==> config.mk <==
export PLATFORM = sky130hd
export DESIGN_NAME = instr_sequencer
export DESIGN_NICKNAME = d
export VERILOG_FILES = /design/src/rtl/instr_sequencer.sv
export SDC_FILE = /design/constraint.sdc
export NUM_CORES = 1
export LEC_CHECK = 0
export BUFFER_PORTS_ARGS = -buffer_cell sky130_fd_sc_hd__buf_2
export CORE_ASPECT_RATIO = 1.25
export CORE_MARGIN = 2
export CORE_UTILIZATION = 50
export CTS_BUF_LIST = sky130_fd_sc_hd__clkbuf_8
export CTS_CLUSTER_SIZE = 30
export DETAILED_ROUTE_END_ITERATION = 6
export GPL_TIMING_DRIVEN = 0
export PLACE_DENSITY = 0.74
export SYNTH_ARGS = -nofsm -noshare
export SYNTH_HDL_FRONTEND = slang
export SYNTH_SLANG_ARGS = --single-unit
==> constraint.sdc <==
create_clock -name clk -period 1.9 [get_ports clk]
set_input_delay 0.285 -clock clk [delete_from_list [all_inputs] [get_ports clk]]
set_output_delay 0.285 -clock clk [all_outputs]
set_load 0.03 [all_outputs]
==> src/rtl/instr_sequencer.sv <==
// instr_sequencer: per-instruction control FSM of the core.
// Sequences single-cycle ops, two-cycle jumps/taken branches and LSU
// request/response handshakes for the one instruction in flight, retires
// it back to fetch, commands PC updates and halts on illegal instructions
// or bus timeouts.
module instr_sequencer #(
    parameter int unsigned MEM_TIMEOUT = 255
) (
    input  logic        clk,
    input  logic        rst_n,
    input  logic        instr_valid_i,
    output logic        instr_ready_o,
    input  logic        compressed_inst_i,
    input  logic        jump_inst_i,
    input  logic        branch_inst_i,
    input  logic        illegal_inst_i,
    input  logic        rf_we_i,
    input  logic        lsu_r_en_i,
    input  logic        lsu_w_en_i,
    input  logic        branch_taken_i,
    output logic        cycle_counter_o,
    output logic        rf_we_o,
    output logic        lsu_req_o,
    input  logic        lsu_gnt_i,
    input  logic        lsu_rvalid_i,
    output logic        pc_we_o,
    output logic        pc_sel_o,
    output logic        flush_o,
    output logic        trap_o,
    output logic [1:0]  trap_cause_o,
    output logic [31:0] instret_o
);

    // The counter only has to reach MEM_TIMEOUT-1: the cycle it sits there
    // without rvalid is the last one allowed before the bus-timeout trap.
    localparam int unsigned CNT_W = (MEM_TIMEOUT > 2) ? $clog2(MEM_TIMEOUT) : 1;
    localparam logic [CNT_W-1:0] LAST_CNT = CNT_W'(MEM_TIMEOUT - 1);

    localparam logic [1:0] CAUSE_ILLEGAL = 2'd1;
    localparam logic [1:0] CAUSE_BUS     = 2'd2;

    typedef enum logic [1:0] {
        RUN      = 2'd0,
        SECOND   = 2'd1,
        MEM_WAIT = 2'd2,
        TRAP     = 2'd3
    } state_t;

    state_t           state, state_nxt;
    logic [CNT_W-1:0] timeout_cnt, timeout_cnt_nxt;
    logic             trap_set;
    logic [1:0]       trap_cause_nxt;

    // The PC register picks the +2/+4 increment itself; the compressed flag
    // is part of the decoder bundle but carries no sequencing meaning here.
    logic unused_compressed;
    assign unused_compressed = compressed_inst_i;

    assign cycle_counter_o = (state == SECOND);

    // Next-state, timeout counter and handshake strobes; all strobes forced
    // low while reset is held so no partial instruction leaks out.
    always_comb begin
        state_nxt       = state;
        timeout_cnt_nxt = timeout_cnt;
        trap_set        = 1'b0;
        trap_cause_nxt  = trap_cause_o;
        instr_ready_o   = 1'b0;
        rf_we_o         = 1'b0;
        lsu_req_o       = 1'b0;
        pc_we_o         = 1'b0;
        pc_sel_o        = 1'b0;
        flush_o         = 1'b0;

        case (state)
            RUN: begin
                if (instr_valid_i) begin
                    if (illegal_inst_i) begin
                        state_nxt      = TRAP;
                        trap_set       = 1'b1;
                        trap_cause_nxt = CAUSE_ILLEGAL;
                    end else if (lsu_r_en_i || lsu_w_en_i) begin
                        lsu_req_o = 1'b1;
                        if (lsu_gnt_i) begin
                            state_nxt       = MEM_WAIT;
                            timeout_cnt_nxt = '0;
                        end
                    end else if (jump_inst_i) begin
                        rf_we_o   = rf_we_i;
                        state_nxt = SECOND;
                    end else if (branch_inst_i) begin
                        if (branch_taken_i) begin
                            state_nxt = SECOND;
                        end else begin
                            instr_ready_o = 1'b1;
                            pc_we_o       = 1'b1;
                        end
                    end else begin
                        rf_we_o       = rf_we_i;
                        instr_ready_o = 1'b1;
                        pc_we_o       = 1'b1;
                    end
                end
            end
            SECOND: begin
                pc_we_o       = 1'b1;
                pc_sel_o      = 1'b1;
                flush_o       = 1'b1;
                instr_ready_o = 1'b1;
                state_nxt     = RUN;
            end
            MEM_WAIT: begin
                if (lsu_rvalid_i) begin
                    rf_we_o       = rf_we_i;
                    instr_ready_o = 1'b1;
                    pc_we_o       = 1'b1;
                    state_nxt     = RUN;
                end else if (timeout_cnt == LAST_CNT) begin
                    state_nxt      = TRAP;
                    trap_set       = 1'b1;
                    trap_cause_nxt = CAUSE_BUS;
                end else begin
                    timeout_cnt_nxt = timeout_cnt + 1'b1;
                end
            end
            TRAP: begin
                state_nxt = TRAP;
            end
            default: begin
                state_nxt = RUN;
            end
        endcase

        if (!rst_n) begin
            instr_ready_o = 1'b0;
            rf_we_o       = 1'b0;
            lsu_req_o     = 1'b0;
            pc_we_o       = 1'b0;
            pc_sel_o      = 1'b0;
            flush_o       = 1'b0;
        end
    end

    // State, timeout counter, sticky trap status and retire counter.
    always_ff @(posedge clk or negedge rst_n) begin
        if (!rst_n) begin
            state        <= RUN;
            timeout_cnt  <= '0;
            trap_o       <= 1'b0;
            trap_cause_o <= 2'd0;
            instret_o    <= 32'd0;
        end else begin
            state       <= state_nxt;
            timeout_cnt <= timeout_cnt_nxt;
            if (trap_set) begin
                trap_o       <= 1'b1;
                trap_cause_o <= trap_cause_nxt;
            end
            if (instr_ready_o) begin
                instret_o <= instret_o + 32'd1;
            end
        end
    end

endmodule

* Yosys cells after proc, flatten, opt, wreduce, memory -nomap -nowiden *
Index checks and enable logic that the tools add are counted.

storage, ports and cells
  register bits after elaboration = 45
  input bits = 13
  output and inout bits = 42
  logic and storage cells = 80

operators by class
  $add $sub $neg = 2
  equal/unequal tests = 16
  muxes and demuxes = 51
  reductions and logical operators = 6

operator list
  operator               number
  $mux 8                 6
  $add 32x1->32 const B  1
  $mux 1                 26
  $mux 2                 13
  $ne 2x2->1 const B     8
  $pmux 8 s2             1
  $ne 5x5->1 const B     2
  $add 8x1->8 const B    1
  $eq 8x8->1 const B     1
  $pmux 2 s4             1
  $reduce_and 7->1       1
  $reduce_and 6->1       1
  $reduce_and 5->1       1
  $eq 2x2->1 const B     2
  $ne 4x4->1 const B     1
  $pmux 1 s2             2
  $pmux 2 s2             1
  $ne 3x3->1 const B     1
  $pmux 1 s3             1
  $eq 2x1->1 const B     1
  $logic_not 2->1        1
  $reduce_bool 2->1      1
  $logic_or 1x1->1       1

* Logic depth before layout (Yosys ltp) *
  word-level depth = 8
  depth in mapped cells = 7
  mapped depth without buffers = 6

* Least setup slack after synthesis *
No wires, ideal clock.

  kind = reg2out
  start point = register state[0]
  end point = output pc_sel_o
  arrival time = 1.611 ns
  data required time = 1.615 ns
  slack = 0.004 ns
  stages on the path, launching flop included = 4
  path buffers = 1
  path through = dfrtp_1 > nor2b_1 > and2_1 > buf_4

on the way
  cells in the longest elaborated chain, start to end = 3

ends and longest elaborated chain
  element                    line  RTL
  start, declared            49    state_t state, state_nxt;
  start signal, assigned     153   state <= state_nxt;
  $eq 2x1->1                 -
  named net cycle_counter_o  21    output logic cycle_counter_o,
  $mux 1                     75    case (state)
  $mux 1                     134   if (!rst_n) begin
  end, declared              27    output logic pc_sel_o,

The timed path passes the listed nets, and every way through them passes these cells.

* Worst setup path after layout *
  start point = input rst_n
  end point = output pc_we_o

on the way
  cells in the longest elaborated chain, start to end = 1

ends and longest elaborated chain
  element          line  RTL
  start, declared  10    input logic rst_n,
  $mux 1           134
  end, declared    26    output logic pc_we_o,

No other way between the ends.

==> results.md <==
- Status: completed
- Initial antenna violation count: 0
- First-pass GRT wire length: 9030 um
- Max-slew headroom: 0.695
- Ratio of cells with drive above 1 in the final layout: 0.364
- Critical Path RT: 1620 ps
- GP Congestion: 0.750
- Num Clock Sinks: 45
- Largest cells by area after synthesis: dfrtp_1 45%, xor2_1 11%, nor4_2 7.5%
- Core Rows: 28
- Dpl hpwl: 3570 um
- RR Startpoint: state[0]
- Crit path capture type: output port
- Most frequent cell after synthesis: dfrtp_1
- Hold Fails Final Rpt: 0
- Pin count of the biggest net entering global routing: 41
- Overflow after GRT: 0
- Clock Path Buffers: 2
- Drt drc: 0
- Final Critical Period: 1840 ps
- Type of the worst setup path: input pin to output port
- Design Area, Final: 3090 um^2
- Iter 0 DRT Violations: 99
- Antenna-violating nets left: 0
- Synthesized cell area: 2490 um^2
- Syn_nets: 250
- Die area: 5570 um^2
- # diodes: 0
- Synth top cells by count: 45 x dfrtp_1, 31 x xor2_1, 18 x nand3_1
- Synth-to-Final Area Change: 23.9%
- Ys flop type: dfrtp_1
- DR vias: 2050
- CTS tree: built
- Number of nets in the layout: 320
- LEAKAGE: 1.54 nW
- Layout filler cell count: 420
- Vias in the first global route: 1936
- Synthesis warning total: 0
- Setup crit start kind: input pin
- Total power: 0.00306 W
- Startpoint of the worst hold path: illegal_inst_i
- Peak supply drop: 0.00107 V
- Ratio of final minimum period to clock period: 0.966
- Synth top area share: 0.452
- FMAX: 545 MHz
- Worst Skew: 14.8 ps
- Die Height: 82.9 um
- Buffers added on ports: 53
- Total negative slack: 0 ps
- Cell count after synthesis: 234
- Post-Route WL: 5520 um
- Worst-path clk slew: 80 ps
- CTS buffer count: 5
- DRT Pass-1 Iters: 4
- Highest net fanout along the worst path: 7
- Arrival time worst endpoint: 1550 ps
- GRT Overall Usage: 0.208
- PD cells: 992 nW/um^2
- Yosys top cell by area: dfrtp_1
- Setup crit start: rst_n
- Synthesis-stage register bit count: 45
- Avg Synthesized Cell Area: 10.7 um^2
- Async set-or-reset flop fraction in the synthesized netlist: 1.00
- Final Max Slew Viols: 0
- Max H-tree Level: 2
- HP Class: input pin to flop
- Unique masters post-synth: 47
- Clk Tree Root Cell: clkbuf_8
- Setup-failing EPs final: 0
- Sequential share of the synthesized area: 0.452
- Register area: 1130 um^2
- Clock Latency Late Sink: 310 ps
- DR vias/cell: 5.62
- Initial Utilization: 0.523
- Worst-Margin Slew: 457 ps
- WHS: 313 ps
- WL per Instance: 15.1 um
- Die width: 67.2 um
- MaxCap Viol Count: 0
- Footprint of the multi-input gates: 1310 um^2
- I/O pins: 55
- DP Area: 2830 um^2
- Post-synth EDFFs: 0
- Core area: 4760 um^2
==> stage by stage <==
| step | std cells | utilization | setup WS (ps) |
|---|---|---|---|
| 2_1_floorplan | 234 | - | 3.75 |
| 3_3_place_gp | 347 | 0.595 | -402 |
| 3_5_place_dp | 347 | 0.595 | -456 |
| 4_1_cts | 362 | 0.636 | -19.2 |
| 5_1_grt | 365 | 0.648 | -30.8 |
| 6_report | 365 | 0.648 | 64.1 |
==> worst paths after layout <==
kind / end / slack [ps] / depth (start not counted)
setup / recovery: pc_we_o / 60 / 6
hold / removal: trap_cause_o[0] / 310 / 3
setup reg to reg: timeout_cnt[7] / 80 / 6
hold reg to reg: instret_o[31] / 470 / 1
max in group asynchronous: instret_o[24] / 690 / 3
min in group asynchronous: instret_o[6] / 560 / 3
==> cell type report <==
cell class,count,share of cell area
Multi-Input combinational cell,172,0.425
Sequential cell,45,0.366
Timing Repair Buffer,63,0.118
Buffer,13,0.0243
Tap cell,60,0.0243
Clock buffer,5,0.0223
Clock inverter,3,0.0150
Inverter,4,0.00486
==> flip-flops by register name, summed over array words and instances, names as in the netlist <==
signal,cells
instret_o,32
timeout_cnt,8
state,2
trap_cause_o,2
trap_o,1
==> layout by cell type, fill, tap and decap left out, types with 2 or more instances in the layout <==
master / count
buf_2: 53
nor2b_2: 2
a21boi_1: 2
dfrtp_1: 42
buf_4: 16
o21ai_0: 4
inv_1: 4
nor3_1: 14
nand3_1: 18
nand2b_1: 6
a21oi_1: 2
and2_1: 3
o21ai_1: 2
ha_1: 3
buf_1: 2
xor2_1: 31
nor4_2: 17
and3_1: 7
clkbuf_8: 5
and4_1: 3
nor3b_1: 2
or4_1: 2
or3_1: 2
o31ai_1: 2
clkbuf_1: 2
dfrtp_2: 3
dlygate4sd3_1: 2
nand2_1: 17
nand4_1: 5
nor4_1: 2
mux2i_1: 4
==> repair_timing <==
action / in CTS / in global routing
hold buffers: 3 / 0
endpoints found under the setup margin: 27 / 7
gates resized for setup: 4 / 9
endpoints found under the hold margin: 5 / 0
pin swaps: 3 / 1
buffers inserted: 4 / 3
==> cell families after synthesis <==
family / after synthesis / synth area share
XOR/XNOR: 31 / 0.109
buffers and inverters: 17 / 0.0361
AO/OA/AOI/OAI: 22 / 0.0643
adder cells (fa/ha/maj): 3 / 0.0151
flip-flops: 45 / 0.452
AND/OR/NAND/NOR: 111 / 0.303
multiplexers: 5 / 0.0206
==> power by group <==
group | internal [W] | switching, W | leakage, nW | total, W
clock | 0.000394 | 0.000347 | 0.0543 | 0.000741
sequential | 0.00107 | 0.000182 | 0.601 | 0.00125
combinational | 0.000394 | 0.000676 | 0.889 | 0.00107
total | 0.00186 | 0.00120 | 1.54 | 0.00306
==> critical path: stages <==
cell and delay, ps:
dlygate4sd3_1 550, buf_4 170, o21ai_1 110, nor2_2 160
buf_4 130, buf_4 150
==> layer usage <==
layer  vias to the layer above  share of wire  track usage
li1                        992              -            -
met1                       999           0.44        0.272
met2                        50           0.50        0.334
met3                         9          0.043       0.0447
met4                         0          0.016       0.0779
met5                         -              0            0
(Power assumes the default switching activity.)
